$ cat config.mk
export PLATFORM = sky130hd
export DESIGN_NAME = core_block_sequencer
export DESIGN_NICKNAME = d
export VERILOG_FILES = /design/src/rtl/gpu_core_pkg.sv /design/src/rtl/core_block_sequencer_lane_select.sv /design/src/rtl/core_block_sequencer.sv
export SDC_FILE = /design/constraint.sdc
export NUM_CORES = 1
export LEC_CHECK = 0
export ABC_CLOCK_PERIOD_IN_PS = 2100
export CAP_MARGIN = 20
export CORE_UTILIZATION = 38
export DETAILED_ROUTE_END_ITERATION = 6
export PLACE_DENSITY_LB_ADDON = 0.2
export SETUP_SLACK_MARGIN = 0.1
export SYNTH_ARGS = -nofsm -noshare
export SYNTH_HDL_FRONTEND = slang
export SYNTH_HIERARCHICAL = 1
export SYNTH_SLANG_ARGS = --single-unit
$ cat constraint.sdc
create_clock -name clk -period 2.1 [get_ports clk]
set_clock_uncertainty 0.2 [all_clocks]
set_input_delay 0.42 -clock clk [delete_from_list [all_inputs] [get_ports clk]]
set_output_delay 0.42 -clock clk [all_outputs]
set_load 0.005 [all_outputs]
$ cat src/rtl/gpu_core_pkg.sv
// Shared types and default widths for the GPU core block sequencer.
// Holds the core FSM state encoding; no ports.
package gpu_core_pkg;

  typedef enum logic [2:0] {
    IDLE    = 3'd0,
    FETCH   = 3'd1,
    DECODE  = 3'd2,
    REQUEST = 3'd3,
    WAIT    = 3'd4,
    EXECUTE = 3'd5,
    UPDATE  = 3'd6,
    DONE    = 3'd7
  } core_state_t;

  localparam int DEF_THREADS        = 4;
  localparam int DEF_PC_WIDTH       = 8;
  localparam int DEF_BLOCK_ID_WIDTH = 8;

endpackage

$ cat src/rtl/core_block_sequencer_lane_select.sv
// Priority encoder: lowest enabled lane, and that lane's next PC.
// Ports: thread_enable_i, next_pc_i in; sel_pc_o out.
module lane_select
  import gpu_core_pkg::*;
#(
  parameter int THREADS  = DEF_THREADS,
  parameter int PC_WIDTH = DEF_PC_WIDTH
) (
  input  logic [THREADS-1:0]          thread_enable_i,
  input  logic [THREADS*PC_WIDTH-1:0] next_pc_i,
  output logic [PC_WIDTH-1:0]         sel_pc_o
);

  // Scan high to low so the lowest enabled lane wins.
  always_comb begin
    sel_pc_o = next_pc_i[PC_WIDTH-1:0];
    for (int i = THREADS - 1; i >= 0; i--) begin
      if (thread_enable_i[i]) begin
        sel_pc_o = next_pc_i[i*PC_WIDTH +: PC_WIDTH];
      end
    end
  end

endmodule

$ cat src/rtl/core_block_sequencer.sv
// Core-side block sequencer: accepts a block, builds lane mask/base,
// runs the shared-PC fetch/decode/request/wait/execute/update loop.
// Ports: clk, reset (sync, active-high), start/block_id/thread_count
// dispatch inputs; done, thread_enable, thread_base, core_state, pc,
// fetch_req outputs; fetch_ack, decoded_ret, lsu_busy, next_pc inputs.
// Option: define DIVERGENCE_CHECK_EN to add the sticky diverged output.
module core_block_sequencer
  import gpu_core_pkg::*;
#(
  parameter int THREADS_PER_BLOCK = DEF_THREADS,
  parameter int PC_WIDTH          = DEF_PC_WIDTH,
  parameter int BLOCK_ID_WIDTH    = DEF_BLOCK_ID_WIDTH,
  localparam int CW = $clog2(THREADS_PER_BLOCK) + 1
) (
  input  logic                                   clk,
  input  logic                                   reset,
  input  logic                                   start,
  input  logic [BLOCK_ID_WIDTH-1:0]              block_id,
  input  logic [CW-1:0]                          thread_count,
  output logic                                   done,
  output logic [THREADS_PER_BLOCK-1:0]           thread_enable,
  output logic [BLOCK_ID_WIDTH-1:0]              thread_base,
  output logic [2:0]                             core_state,
  output logic [PC_WIDTH-1:0]                    pc,
  output logic                                   fetch_req,
  input  logic                                   fetch_ack,
  input  logic                                   decoded_ret,
  input  logic [THREADS_PER_BLOCK-1:0]           lsu_busy,
  input  logic [THREADS_PER_BLOCK*PC_WIDTH-1:0]  next_pc
`ifdef DIVERGENCE_CHECK_EN
  ,
  output logic                                   diverged
`endif
);

  localparam int LOG_T = $clog2(THREADS_PER_BLOCK);

  core_state_t                   state_q;
  logic [PC_WIDTH-1:0]           pc_q;
  logic                          done_q;
  logic                          fetch_req_q;
  logic [THREADS_PER_BLOCK-1:0]  en_q;
  logic [BLOCK_ID_WIDTH-1:0]     base_q;

  logic [CW-1:0]                 cnt_d;
  logic [THREADS_PER_BLOCK-1:0]  en_d;
  logic [BLOCK_ID_WIDTH-1:0]     base_d;
  logic [PC_WIDTH-1:0]           sel_pc;

  // Clamp requested lanes to what the core has.
  assign cnt_d = (thread_count > CW'(THREADS_PER_BLOCK))
               ? CW'(THREADS_PER_BLOCK) : thread_count;

  always_comb begin
    en_d = '0;
    for (int i = 0; i < THREADS_PER_BLOCK; i++) begin
      en_d[i] = (CW'(i) < cnt_d);
    end
  end

  // Power-of-two lane count, so the multiply is a shift.
  assign base_d = block_id << LOG_T;

  lane_select #(
    .THREADS  (THREADS_PER_BLOCK),
    .PC_WIDTH (PC_WIDTH)
  ) u_sel (
    .thread_enable_i (en_q),
    .next_pc_i       (next_pc),
    .sel_pc_o        (sel_pc)
  );

`ifdef DIVERGENCE_CHECK_EN
  logic div_q;
  logic mismatch;

  always_comb begin
    mismatch = 1'b0;
    for (int i = 0; i < THREADS_PER_BLOCK; i++) begin
      if (en_q[i] && next_pc[i*PC_WIDTH +: PC_WIDTH] != sel_pc) begin
        mismatch = 1'b1;
      end
    end
  end

  assign diverged = div_q;
`endif

  always_ff @(posedge clk) begin
    if (reset) begin
      state_q     <= IDLE;
      pc_q        <= '0;
      done_q      <= 1'b0;
      fetch_req_q <= 1'b0;
      en_q        <= '0;
      base_q      <= '0;
`ifdef DIVERGENCE_CHECK_EN
      div_q       <= 1'b0;
`endif
    end else begin
      unique case (state_q)
        IDLE: begin
          if (start) begin
            en_q   <= en_d;
            base_q <= base_d;
            if (cnt_d == '0) begin
              state_q <= DONE;
              done_q  <= 1'b1;
            end else begin
              state_q     <= FETCH;
              fetch_req_q <= 1'b1;
            end
          end
        end
        FETCH: begin
          if (fetch_ack) begin
            state_q     <= DECODE;
            fetch_req_q <= 1'b0;
          end
        end
        DECODE:  state_q <= REQUEST;
        REQUEST: state_q <= WAIT;
        WAIT: begin
          if ((lsu_busy & en_q) == '0) begin
            state_q <= EXECUTE;
          end
        end
        EXECUTE: state_q <= UPDATE;
        UPDATE: begin
          if (decoded_ret) begin
            state_q <= DONE;
            done_q  <= 1'b1;
          end else begin
            pc_q        <= sel_pc;
            state_q     <= FETCH;
            fetch_req_q <= 1'b1;
`ifdef DIVERGENCE_CHECK_EN
            if (mismatch) begin
              div_q <= 1'b1;
            end
`endif
          end
        end
        DONE: state_q <= DONE;
      endcase
    end
  end

  assign done          = done_q;
  assign thread_enable = en_q;
  assign thread_base   = base_q;
  assign core_state    = state_q;
  assign pc            = pc_q;
  assign fetch_req     = fetch_req_q;

endmodule

==> metrics.md <==
| Metric | Value |
|---|---|
| YS warnings | 6 |
| Initial Utilization | 40.18% |
| Register area share after synthesis | 34.07% |
| WL/cell | 12.89 microns |
| Port bufs | a little over 70 |
| Count of cell types in the netlist | 35 |
| Die area | 0.003798 sq mm |
| Peak VDD IR | 0.5260 mV |
| Ports | 77 |
| DR pass1 iterations | 4 |
| Buffers and inverters on the worst path | 1 |
| DRT Wirelength | roughly 3.7 mm |
| CP Class | flop to output pin |
| Placed Area | 0.002092 sq mm |
| Maximum Capacitance Violations | 0 |
| CTS Sinks | 23 |
| Fin crit period | 1927 ps |
| Clk root buf | clkbuf_4 |
| Antenna violations before repair | 0 |
| TNS Setup | 0 ps |
| Hold buffers post-CTS | 0 |
| # nets final | 291 |
| Critical path required time | 1480 ps |
| Crit-path cells | clkdlybuf4s50_1 |
| Pwr Density | roughly 710 mW/mm^2 |
| Arr. time, crit path | 1310 ps |
| Design area | roughly 0.0021 sq mm |
| CTS tree | built |
| Setup violators final | 0 |
| Clk pwr share | 13.9% |
| CTS buffer count | 3 |
| Logic pwr share | between 40% and 50% |
| # diodes | 0 |
| Area growth, synth to finish | 57.78% |
| Dpl cells | between 200 and 300 |
| Slowest stage cell, crit path | clkdlybuf4s50_1 |
| Clk Latency, worst-skew pair | approximately 320 ps |
| Syn Area/Cell | around 8.0 sq um |
| Share of power burned in registers | 38.2% |
| Setup crit end kind | output pin |
| Register bit total from synthesis | 23 |
| Status | finished clean |
| P_int | 0.9788 mW |
| Clock transition at path regs | 130 ps |
| Max clock buf depth | 2 |
| Async set-reset flop share out of synthesis | 0% |
| Layout Cells excl Fill | roughly 280 |
| Vias per cell | about 5.2 |
| Pins Over Slew Limit | 0 |
| Pwr Total | 1.523 mW |
| RSZ-0062 raised after global routing | no |
| Startpoint Class | flop |
| Max Freq | 518.8 MHz |
| Post-synth EDFFs | 0 |
| # DRC | 0 |
| Dpl hpwl | 2.950 mm |
| Hold Fails Final Rpt | 0 |
| Synth Instances | roughly 170 |
| GRT overflow | 0 |
| Post-Syn Area | ~0.0014 sq mm |
| Vias after detailed routing | about 1500 |
| Crit path max fanout | 6 |
| CTS H-tree lvls | 1 |
| Sw Pwr | 0.5441 mW |
| Die width | between 60 and 70 microns |
| Sw frac | around 36% |
| Total track usage | 19.88% |
| First-pass GRT wire length | roughly 5.7 mm |
| Vias in the first global route | approximately 1300 |
| Fin crit share | about nine tenths |
| Top FF cell, synth | dfxtp_1 |
| Leak Pwr | 0.7262 nW |
| Largest stage delay, worst path | ~540 ps |
| Layout cells sized above 1 | 12.18% |
| Internal reg-to-reg setup slack | 370 ps |
| # rows | 21 |
| Hold Path Class | flop to flop |
| Die Height | ~62 microns |
| Core Area | 0.003363 sq mm |
| GPL Wtd Cong | 0.8111 |
| Top delay family on crit path | buffers and inverters |
| Final ANT Viol Nets | 0 |
| Drt initial violations | 58 |
| Maximum number of pins on one net before global-route repair | 16 |
-- final cells by class --
cell class | count | area (sq um)
timing repair buffer | 79 | 773.2
clock inverter | 1 | 7.507
multi-input combinational | 128 | 785.8
clock buffer | 3 | 22.52
sequential | 23 | 470.5
inverter | 4 | 15.01
fill | 346 | 1231
tap | 46 | 57.56
-- worst min-delay path, delay by kind of cell, from the launching register on --
family                 cells  cell delay, ps
buffers and inverters      1              50
flip-flops                 1             330
AO/OA/AOI/OAI              1              50
-- placed cells by master (no fill, tap or decap), types with 4 or more instances in the layout --
cell / n
dfxtp_1: 19
clkdlybuf4s50_1: 72
nor2b_1: 8
nor3_1: 11
nor2_1: 5
inv_1: 4
a21oi_1: 19
o22ai_2: 7
buf_4: 7
o32ai_1: 8
nand2_1: 36
nand2b_1: 4
-- synth_stat cells, types with 2 or more instances --
| cell | instances | area [sq um] |
|---|---|---|
| buf_6 | 2 | 22.52 |
| o32ai_1 | 8 | 70.07 |
| nand2b_1 | 4 | 25.02 |
| nor2b_1 | 8 | 50.05 |
| a31oi_1 | 2 | 12.51 |
| a22oi_1 | 2 | 15.01 |
| nand2_1 | 36 | 135.1 |
| and2_1 | 2 | 12.51 |
| nor3_1 | 11 | 55.05 |
| buf_2 | 3 | 15.01 |
| o22ai_2 | 7 | 87.58 |
| nor3_2 | 3 | 30.03 |
| a311oi_1 | 2 | 17.52 |
| a21oi_1 | 19 | 95.09 |
| buf_4 | 5 | 37.54 |
| nor2_1 | 5 | 18.77 |
| clkbuf_1 | 5 | 18.77 |
| a211oi_1 | 3 | 22.52 |
| dfxtp_1 | 23 | 460.4 |
| inv_1 | 4 | 15.01 |
-- path summary, 6_finish.rpt --
| kind | from | to | depth (start not counted) |
|---|---|---|---|
| worst max-delay path | thread_enable[2] | thread_enable[2] | 1 |
| worst min-delay path | done | done | 2 |
| worst max register to register | thread_enable[0] | pc[2] | 5 |
| worst min register to register | done | done | 2 |
-- sequential cells by signal (all words and copies together), names as in the netlist --
name,cells
thread_enable,4
fetch_req,1
done,1
pc,8
thread_base,6
core_state,3
-- metrics by stage --
step,hold WS [ps],utilization [%],setup slack [ps]
floorplan,242.1,-,472.2
global placement,237.7,62.20,149.9
detailed placement,245.5,62.20,142.3
CTS,263.0,63.24,113.6
global route,279.5,63.39,113.5
finish,260.4,63.39,172.6
-- power groups by stage --
stage	Combinational, mW	Sequential, mW	Clock (mW)
after floorplan	0.467	0.559	0
after global routing	0.807	0.592	0.240
after CTS	0.737	0.579	0.220
after detailed placement	0.733	0.585	0
final	0.730	0.581	0.212
after global placement	0.723	0.584	0
-- per-layer routing --
| layer | vias up | track usage (%) | wire [microns] |
|---|---|---|---|
| li1 | 744 | - | - |
| met1 | 681 | 22.62 | 1583 |
| met2 | 40 | 37.33 | 1825 |
| met3 | 2 | 5.672 | 238 |
| met4 | 0 | 2.857 | 14 |
| met5 | - | 0 | 0 |
-- timing repair --
item / in CTS / in global routing
setup buffers: 0 / 0
cloned: 0 / 0
pin swaps: 0 / 0
gates resized for setup: 4 / 2
endpoints found under the setup margin: 4 / 2
-- kinds of logic (layout without fill, tap and decap cells) --
family / after synthesis / after routing / share of synthesized area [%]
simple gates: 76 / 76 / 29.17
compound gates: 49 / 49 / 27.69
flops: 23 / 23 / 34.07
buf+inv: 19 / 87 / 8.055
other cells: 1 / 2 / 0.2775
mux: 1 / 1 / 0.7408
Note: power is estimated with default switching activity, not from simulation.
